**config.mk**
```make
export PLATFORM = sky130hd
export DESIGN_NAME = daq_conv_sched
export DESIGN_NICKNAME = d
export VERILOG_FILES = /design/src/rtl/daq_pkg.sv /design/src/rtl/daq_tick_gen.sv /design/src/rtl/daq_conv_sched.sv
export SDC_FILE = /design/constraint.sdc
export NUM_CORES = 1
export LEC_CHECK = 0
export CORE_MARGIN = 2
export CORE_UTILIZATION = 45
export CTS_BUF_LIST = sky130_fd_sc_hd__clkbuf_16
export DETAILED_ROUTE_END_ITERATION = 10
export HOLD_SLACK_MARGIN = 0.08
export PLACE_DENSITY = 0.71
export SLEW_MARGIN = 20
export SYNTH_ARGS = -nofsm -noshare
export SYNTH_HDL_FRONTEND = slang
export SYNTH_SLANG_ARGS = --single-unit
```
**constraint.sdc**
```tcl
create_clock -name clk_i -period 2.3 [get_ports clk_i]
set_input_delay 0.345 -clock clk_i [delete_from_list [all_inputs] [get_ports clk_i]]
set_output_delay 0.345 -clock clk_i [all_outputs]
set_load 0.005 [all_outputs]
```
**src/rtl/daq_pkg.sv**
```systemverilog
// Shared types and default timings for the ADC conversion scheduler.
// Timer width covers the largest BUSY timeout (TMO_BASE << OS_MAX).
package daq_pkg;

  typedef enum logic [2:0] {
    ST_IDLE,
    ST_CONV,
    ST_WBH,
    ST_WBL,
    ST_RDL,
    ST_PUSH,
    ST_RDH
  } state_e;

  localparam int NCH_MAX       = 8;
  localparam int CH_W          = 3;
  localparam int OS_MAX        = 6;
  localparam int PERIOD_W      = 16;
  localparam int TMR_W         = 17;
  localparam int CONVST_LO_DEF = 4;
  localparam int RD_LO_DEF     = 4;
  localparam int RD_HI_DEF     = 2;
  localparam int BUSY_RISE_DEF = 8;
  localparam int TMO_BASE_DEF  = 1000;

  function automatic logic [2:0] os_clamp(input logic [2:0] code);
    return (code > 3'(OS_MAX)) ? 3'(OS_MAX) : code;
  endfunction

endpackage

```
**src/rtl/daq_tick_gen.sv**
```systemverilog
// Sample-period counter: one-cycle tick each time the count wraps at period-1.
// Tick is decoded from the registered count; count held at zero while disabled.
module daq_tick_gen
  import daq_pkg::*;
(
  input  logic                clk_i,
  input  logic                reset_ni,
  input  logic                en_i,
  input  logic [PERIOD_W-1:0] period_i,
  output logic                tick_o
);

  logic [PERIOD_W-1:0] cnt_q, cnt_d;
  logic [PERIOD_W-1:0] last;

  always_comb begin
    // Periods below 2 would tick every cycle and starve the FSM of idle time.
    last   = (period_i < PERIOD_W'(2)) ? PERIOD_W'(1) : period_i - PERIOD_W'(1);
    cnt_d  = cnt_q;
    tick_o = 1'b0;
    if (!en_i) begin
      cnt_d = '0;
    end else if (cnt_q >= last) begin
      cnt_d  = '0;
      tick_o = 1'b1;
    end else begin
      cnt_d = cnt_q + PERIOD_W'(1);
    end
  end

  always_ff @(posedge clk_i or negedge reset_ni) begin
    if (!reset_ni) cnt_q <= '0;
    else           cnt_q <= cnt_d;
  end

endmodule

```
**src/rtl/daq_conv_sched.sv**
```systemverilog
// ADC conversion scheduler: CONVST pulse, BUSY wait, per-channel CS/RD reads, valid/ready hand-off.
// All ADC strobes and sample outputs are registered; ready only gates state advance, never valid.
module daq_conv_sched
  import daq_pkg::*;
#(
  parameter int NCH       = NCH_MAX,
  parameter int DW        = 16,
  parameter int CONVST_LO = CONVST_LO_DEF,
  parameter int RD_LO     = RD_LO_DEF,
  parameter int RD_HI     = RD_HI_DEF,
  parameter int BUSY_RISE = BUSY_RISE_DEF,
  parameter int TMO_BASE  = TMO_BASE_DEF
) (
  input  logic                clk_i,
  input  logic                reset_ni,
  input  logic                en_i,
  input  logic [2:0]          os_sel_i,
  input  logic [PERIOD_W-1:0] period_i,
  output logic [2:0]          adc_os_o,
  output logic                adc_convst_o,
  input  logic                adc_busy_i,
  output logic                adc_cs_no,
  output logic                adc_rd_no,
  input  logic [DW-1:0]       adc_db_i,
  output logic [DW-1:0]       smp_data_o,
  output logic [CH_W-1:0]     smp_ch_o,
  output logic                smp_valid_o,
  input  logic                smp_ready_i,
  output logic                frame_o,
  output logic                overrun_o,
  output logic                timeout_o
);

  logic tick;

  daq_tick_gen u_tick (
    .clk_i    (clk_i),
    .reset_ni (reset_ni),
    .en_i     (en_i),
    .period_i (period_i),
    .tick_o   (tick)
  );

  logic busy_s1_q, busy_s2_q;

  always_ff @(posedge clk_i or negedge reset_ni) begin
    if (!reset_ni) begin
      busy_s1_q <= 1'b0;
      busy_s2_q <= 1'b0;
    end else begin
      busy_s1_q <= adc_busy_i;
      busy_s2_q <= busy_s1_q;
    end
  end

  state_e            state_q, state_d;
  logic [TMR_W-1:0]  tmr_q, tmr_d;
  logic [CH_W-1:0]   ch_q, ch_d;
  logic [2:0]        os_q, os_d;
  logic [DW-1:0]     data_q, data_d;
  logic              convst_q, convst_d;
  logic              cs_q, cs_d;
  logic              rd_q, rd_d;
  logic              valid_q, valid_d;
  logic              overrun_q, overrun_d;
  logic              timeout_q, timeout_d;
  logic              xfer, last_ch;
  logic [TMR_W-1:0]  tmo;

  assign xfer    = valid_q & smp_ready_i;
  assign last_ch = (ch_q == CH_W'(NCH - 1));
  assign tmo     = TMR_W'(TMO_BASE) << os_q;

  always_comb begin
    state_d   = state_q;
    tmr_d     = tmr_q;
    ch_d      = ch_q;
    os_d      = os_q;
    data_d    = data_q;
    convst_d  = convst_q;
    cs_d      = cs_q;
    rd_d      = rd_q;
    valid_d   = valid_q;
    overrun_d = overrun_q;
    timeout_d = timeout_q;

    unique case (state_q)
      ST_IDLE: begin
        // OS pins only move between frames so a conversion never sees a ratio change.
        os_d = os_clamp(os_sel_i);
        if (tick && en_i) begin
          state_d  = ST_CONV;
          convst_d = 1'b0;
          tmr_d    = TMR_W'(CONVST_LO - 1);
        end
      end
      ST_CONV: begin
        if (tmr_q == '0) begin
          state_d  = ST_WBH;
          convst_d = 1'b1;
          tmr_d    = TMR_W'(BUSY_RISE - 1);
        end else begin
          tmr_d = tmr_q - TMR_W'(1);
        end
      end
      ST_WBH: begin
        if (busy_s2_q) begin
          state_d = ST_WBL;
          tmr_d   = tmo - TMR_W'(1);
        end else if (tmr_q == '0) begin
          state_d   = ST_IDLE;
          timeout_d = 1'b1;
        end else begin
          tmr_d = tmr_q - TMR_W'(1);
        end
      end
      ST_WBL: begin
        if (!busy_s2_q) begin
          state_d = ST_RDL;
          cs_d    = 1'b0;
          rd_d    = 1'b0;
          tmr_d   = TMR_W'(RD_LO - 1);
        end else if (tmr_q == '0) begin
          state_d   = ST_IDLE;
          timeout_d = 1'b1;
        end else begin
          tmr_d = tmr_q - TMR_W'(1);
        end
      end
      ST_RDL: begin
        if (tmr_q == '0) begin
          state_d = ST_PUSH;
          data_d  = adc_db_i;
          rd_d    = 1'b1;
          valid_d = 1'b1;
        end else begin
          tmr_d = tmr_q - TMR_W'(1);
        end
      end
      ST_PUSH: begin
        if (xfer) begin
          valid_d = 1'b0;
          if (last_ch) begin
            state_d = ST_IDLE;
            ch_d    = '0;
            cs_d    = 1'b1;
          end else begin
            state_d = ST_RDH;
            ch_d    = ch_q + CH_W'(1);
            tmr_d   = TMR_W'(RD_HI - 1);
          end
        end
      end
      ST_RDH: begin
        if (tmr_q == '0) begin
          state_d = ST_RDL;
          rd_d    = 1'b0;
          tmr_d   = TMR_W'(RD_LO - 1);
        end else begin
          tmr_d = tmr_q - TMR_W'(1);
        end
      end
      default: begin
        state_d  = ST_IDLE;
        convst_d = 1'b1;
        cs_d     = 1'b1;
        rd_d     = 1'b1;
        valid_d  = 1'b0;
      end
    endcase

    // A tick landing on the final handshake still counts: the FSM has not yet returned to idle.
    if (tick && (state_q != ST_IDLE)) overrun_d = 1'b1;
    if (!en_i) begin
      overrun_d = 1'b0;
      timeout_d = 1'b0;
    end
  end

  always_ff @(posedge clk_i or negedge reset_ni) begin
    if (!reset_ni) begin
      state_q   <= ST_IDLE;
      tmr_q     <= '0;
      ch_q      <= '0;
      os_q      <= '0;
      data_q    <= '0;
      convst_q  <= 1'b1;
      cs_q      <= 1'b1;
      rd_q      <= 1'b1;
      valid_q   <= 1'b0;
      overrun_q <= 1'b0;
      timeout_q <= 1'b0;
    end else begin
      state_q   <= state_d;
      tmr_q     <= tmr_d;
      ch_q      <= ch_d;
      os_q      <= os_d;
      data_q    <= data_d;
      convst_q  <= convst_d;
      cs_q      <= cs_d;
      rd_q      <= rd_d;
      valid_q   <= valid_d;
      overrun_q <= overrun_d;
      timeout_q <= timeout_d;
    end
  end

  assign adc_os_o     = os_q;
  assign adc_convst_o = convst_q;
  assign adc_cs_no    = cs_q;
  assign adc_rd_no    = rd_q;
  assign smp_data_o   = data_q;
  assign smp_ch_o     = ch_q;
  assign smp_valid_o  = valid_q;
  assign frame_o      = xfer & (ch_q == '0);
  assign overrun_o    = overrun_q;
  assign timeout_o    = timeout_q;

endmodule
```
* Word-level counts from Yosys, hierarchy flattened *
Cells that the tools add are included.

word-level totals
  flip-flop bits (word level) = 66
  output and inout port bits = 29
  word-level logic and storage cells = 112

operators by class
  add/subtract/negate cells = 5
  magnitude comparators = 3
  equal/unequal tests = 19
  shift operators = 1
  muxes and demuxes = 44
  bitwise logic cells = 6
  reduce and logical (&&, ||, !) cells = 20

operators by type and width
  kind                     number
  $mux W17                 8
  $pmux W17 S7             1
  $mux W16                 3
  $sub A17 B1 Y17 const B  2
  $mux W3                  11
  $pmux W3 S7              1
  $logic_not A17 Y1        1
  $shl A10 B3 Y17 const A  1
  $add A16 B1 Y16 const B  1
  $ge A16 B16 Y1           1
  $lt A16 B2 Y1 const B    1
  $ne A2 B2 Y1 const B     8
  $sub A16 B1 Y16 const B  1
  $mux W1                  15
  $reduce_or A5 Y1         3
  $eq A3 B3 Y1 const B     4
  $reduce_and A4 Y1        3
  $pmux W1 S3              3
  $reduce_and A3 Y1        3
  $reduce_bool A7 Y1       1
  $eq A3 B2 Y1 const B     2
  $logic_not A3 Y1         2
  $ne A3 B3 Y1 const B     2
  $reduce_and A5 Y1        1
  other kinds (13)         19

* Depth between registers and ports, before layout *
  depth after elaboration = 8
  depth in mapped cells = 15
  gate-level depth less buffers = 13

* By module *
Synthesis repeated with hierarchy kept, for this count alone.

second synthesis, totals
  cell total of the unflattened synthesis = 493
  area, all modules = 4485.6 um2

modules (own cells, without submodules)
  module          times used  cells each  area each (um2)  seq. area each (um2)
  daq_conv_sched  1           320         3050.4           1255.0
  daq_tick_gen    1           173         1435.1           400.4

* Least setup slack after synthesis *
OpenSTA, ideal clock, no wires.

  path type = input port to flip-flop
  start = input port period_i[9]
  end = register tmr_q[0]
  arrival time = 3.415 ns
  required time = 2.175 ns
  slack = -1.240 ns
  cell stages on the path = 13
  buffers on the path = 1
  cell sequence = or4_4 -> or3_4 -> or4_4 -> nor3_2 -> a21oi_1 -> ha_1 -> nand3_1 -> nor2_1 -> o21a_1 -> o21a_1 -> clkbuf_1 -> and2_1 -> mux2_2

between the ends
  word-level cells in the longest chain between the ends = 8
  elaborated cells between the ends (all ways) = 9
  those cells by class = add/sub: 1; order compare: 2; eq/ne: 1; mux: 3; reduce/logical: 2

ends and longest elaborated chain
  element                                                  RTL line               RTL
  start: declaration                                       daq_conv_sched.sv:18   input logic [PERIOD_W-1:0] period_i,
  $sub A16 B1 Y16 / $lt A16 B2 Y1 (equally long branches)  daq_tick_gen.sv:18     last = (period_i < PERIOD_W'(2)) ? PERIOD_W'(1) : period_i - PERIOD_W'(1);
  $mux W16 *                                               daq_tick_gen.sv:18
  $ge A16 B16 Y1 *                                         daq_tick_gen.sv:23     end else if (cnt_q >= last) begin
  $mux W1 *                                                daq_tick_gen.sv:23
  $mux W1 *                                                daq_tick_gen.sv:21     if (!en_i) begin
  $logic_and A1 B1 Y1 *                                    daq_conv_sched.sv:91   if (tick && en_i) begin
  $ne A2 B2 Y1 (no line) *                                 n/a
  $reduce_and A4 Y1 (no line) *                            n/a
  end signal: assignment                                   daq_conv_sched.sv:195  tmr_q <= tmr_d;
  end: declaration                                         daq_conv_sched.sv:57   logic [TMR_W-1:0] tmr_q, tmr_d;

Mark *: on every way between the ends. The rest lies on a longest branch, timed or not.
A chain may end at the register's enable or synchronous reset.

* Final worst setup path *
  start = input port period_i[6]
  end = register u_tick.cnt_q[10]

between the ends
  word-level cells in the longest chain between the ends = 5
  elaborated cells between the ends (all ways) = 6
  those cells by class = add/sub: 1; order compare: 2; mux: 3

ends and longest elaborated chain
  element                                                  RTL line            RTL
  $sub A16 B1 Y16 / $lt A16 B2 Y1 (equally long branches)  daq_tick_gen.sv:18
  $mux W16 *                                               daq_tick_gen.sv:18
  $ge A16 B16 Y1 *                                         daq_tick_gen.sv:23
  $mux W16 *                                               daq_tick_gen.sv:23
  $mux W16 *                                               daq_tick_gen.sv:21
  via u_tick.cnt_d[10]                                     daq_tick_gen.sv:13  logic [PERIOD_W-1:0] cnt_q, cnt_d;
  end signal: assignment                                   daq_tick_gen.sv:33  else cnt_q <= cnt_d;
  end: declaration                                         daq_tick_gen.sv:13

The timed path passes the listed nets; every way through them passes the cells marked *.

==> results_dict.tcl <==
set metrics [dict create \
    status "finished, violations left" \
    violations "setup timing" \
    r2r_start "tmr_q[1]" \
    drc_errors 0 \
    crit_buf_inv 3 \
    die_h_um 105.0 \
    ir_drop_mv 0.6189 \
    end_kind "register" \
    r2r_end "tmr_q[0]" \
    slew-limit-headroom_pct 58.50 \
    cp_slowest_cell "or4_4" \
    gp_congestion 0.9441 \
    min_period_ps 3305 \
    cp_max_fo 8 \
    wl_per_cell_um 17.79 \
    cts_buffer_depth 2 \
    drt_wl_total_mm 14.20 \
    syn-num-nets 579 \
    fp.coreArea_um2 9864 \
    dp_hpwl_mm 9.434 \
    dpl_worst_slack_ps -1641 \
    powerDensity_nw_per_um2 1119 \
    period_share_pct 143.7 \
    grt_max_degree 67 \
    postRouteAntennaNets 0 \
    tightest_slew_ps 617.7 \
    cp_slowest_stage_delay_ps 530 \
    leakage_uw 0.003009 \
    cts_buffers 9 \
    yosysSeqAreaShare_pct 36.03 \
    critPathLaunchType "primary input" \
    syn_to_final_growth_pct 47.52 \
    hold_path_class "register to register" \
    vias_per_cell 5.787 \
    grt_pass1_wl_mm 21.77 \
    num_io_pins 69 \
    synth-main-ff-cell "dfrtp_1" \
    synth_area_um2 4594 \
    synth_edf_count 0 \
    root_buffer "clkbuf_16" \
    syn_area_per_cell_um2 8.921 \
    dr.pass1.iters 5 \
    skew_ps 8.489 \
    grt_pass1_vias 4599 \
    row_count 36 \
    port_buffers 68 \
    fmax_mhz 302.6 \
    initial_core_util_pct 46.58 \
    fill_cells 722 \
    hold_viol_final 0 \
    die-area_um2 11030 \
    cp.depth 14 \
    die_w_um 105.0 \
    maxCapViolCount 0 \
    reg2reg_setup_slack_ps -160 \
    critPathRequiredTime_ps 2560 \
    insertion_delay_ps 340 \
    n_antenna_cell 0 \
    crit_type "primary input to register" \
    rsz0062_at_grt "yes" \
    worstPathArrival_ps 3560 \
    overflow 0 \
    crit_end "u_tick.cnt_q[10]" \
    syn_inst 515 \
    final_nets 725 \
    async_flop_share_pct 100.0 \
    ys_seq_elements 66 \
    finalSetupViolCount 37 \
    layout_setup_ws_ps -1005 \
    h-tree-depth 3 \
    cpLargestDelayFamily "simple AND/OR/NAND/NOR gates" \
    slew_viol_final 0 \
    crit_path_start "period_i[6]" \
    grt_usage_pct 24.24 \
    clk_pin_slew_ps 60 \
    total_power_uw 7583 \
    synth.distinct_cells 72 \
    grt_antenna_before_repair 0 \
    path_cells "buf_6, or4_4, or3_4, or4_1, o21ai_2, ha_4, a21oi_2, nand2_2, a21oi_2, o21ai_2, buf_4, or2_4, clkbuf_16, nor2_2" \
    reg2reg_depth 12 \
    cts.sink_count 66 \
    cts_tree "yes" \
    drive_gt1_share_pct 30.98 \
    synth_warnings 0 \
    drt_iter0_markers 284 \
    via_count 4618 \
]
-- power by group --
| part | internal, uW | switching, uW | total, uW |
|---|---|---|---|
| clock | 948 | 533 | 1480 |
| sequential | 1550 | 400 | 1950 |
| combinational | 2130 | 2020 | 4150 |
| total | 4630 | 2950 | 7580 |
-- flip-flops by register name (all words and copies together), names as in the netlist --
name / flops
state_q: 3
adc_cs_no: 1
busy_s2_q: 1
adc_rd_no: 1
busy_s1_q: 1
smp_ch_o: 3
adc_os_o: 3
overrun_o: 1
smp_data_o: 16
tmr_q: 17
u_tick.cnt_q: 16
adc_convst_o: 1
timeout_o: 1
smp_valid_o: 1
-- metal layers --
layer  vias to the layer above  wire length [um]  global-route usage, %
met5                         -                 0                      0
met4                         0               498                  8.762
met3                        41               739                  4.304
met2                       176              7453                  42.90
met1                      2241              5506                  29.38
li1                       2160                 -                      -
-- metrics by stage --
| step | instance area (um^2) | std cells | setup TNS, ps | hold slack, ps | utilization [%] |
|---|---|---|---|---|---|
| 6_report | 6778 | 798 | -33430 | 353.6 | 68.71 |
| 5_1_grt | 6778 | 798 | -36290 | 366.4 | 68.71 |
| 4_1_cts | 6511 | 793 | -30600 | 356.6 | 66.01 |
| 3_5_place_dp | 5969 | 773 | -56830 | 345.2 | 60.51 |
| 3_3_place_gp | 5969 | 773 | -55130 | 332.1 | 60.51 |
| 2_1_floorplan | 4642 | 515 | -34870 | 49.41 | - |
-- worst min path at each step --
stage | start | to | slack (ps) | cells past startpoint
final | busy_s1_q | busy_s2_q | 350 | 0
after global placement | busy_s1_q | busy_s2_q | 330 | 0
after global routing | busy_s1_q | busy_s2_q | 370 | 0
after detailed placement | busy_s1_q | busy_s2_q | 350 | 0
after floorplan | reset_ni | adc_os_o[0] | 50 | 0
after CTS | busy_s1_q | busy_s2_q | 360 | 0
-- placed cells by master (no fill, tap or decap), types with 8 or more instances in the layout --
cell	instances
o21ai_0	20
ha_4	8
mux2_4	12
nor3_1	13
clkdlybuf4s50_1	63
ha_1	16
buf_4	76
mux2_2	9
nor2_2	8
nand2_1	57
a21oi_1	21
nand3_1	18
buf_6	8
nor2_1	37
dfrtp_1	63
xor2_1	18
clkbuf_16	10
and3_1	9
inv_1	19
xnor2_1	9
-- cell families after synthesis --
family | after synthesis | synth area share, %
mux | 23 | 6.400
fa+ha+maj | 24 | 6.536
flops | 66 | 36.03
compound gates | 117 | 17.02
buf+inv | 41 | 3.976
xor+xnor | 27 | 5.147
simple gates | 217 | 24.89
-- synthesized netlist by cell type, drive strengths merged, types with 6 or more instances --
master  number  area share, %
buf          8            1.3
dfrtp       63             34
a21oi       29            3.2
nand2b       6           0.82
nand3       21            2.3
nor2        51            4.6
and3         9            1.2
xor2        18            3.4
ha          24            6.5
o21ai       28            3.1
nor3        19            2.4
nand2       69            5.8
o211ai       8            1.4
clkbuf      12           0.98
o31ai        6           0.98
mux2        21            6.0
inv         20            1.6
xnor2        9            1.7
-- timing repair --
action	4_1_cts	5_1_grt
setup buffers	4	4
setup endpoints to repair	37	47
cloned	0	1
pin swaps	23	26
resized for setup	62	42
hold buffers	1	0
endpoints found under the hold margin	63	0
-- layout make-up --
type	instances	area, um^2	share of cell area [%]
clock buffers	9	225.2	3.323
clock inverters	6	90.09	1.329
inverters	21	78.83	1.163
multi-input cells	408	3171	46.78
flip-flops and latches	66	1655	24.42
well taps	133	166.4	2.455
repair buffers	155	1391	20.53
(Power assumes the default switching activity.)
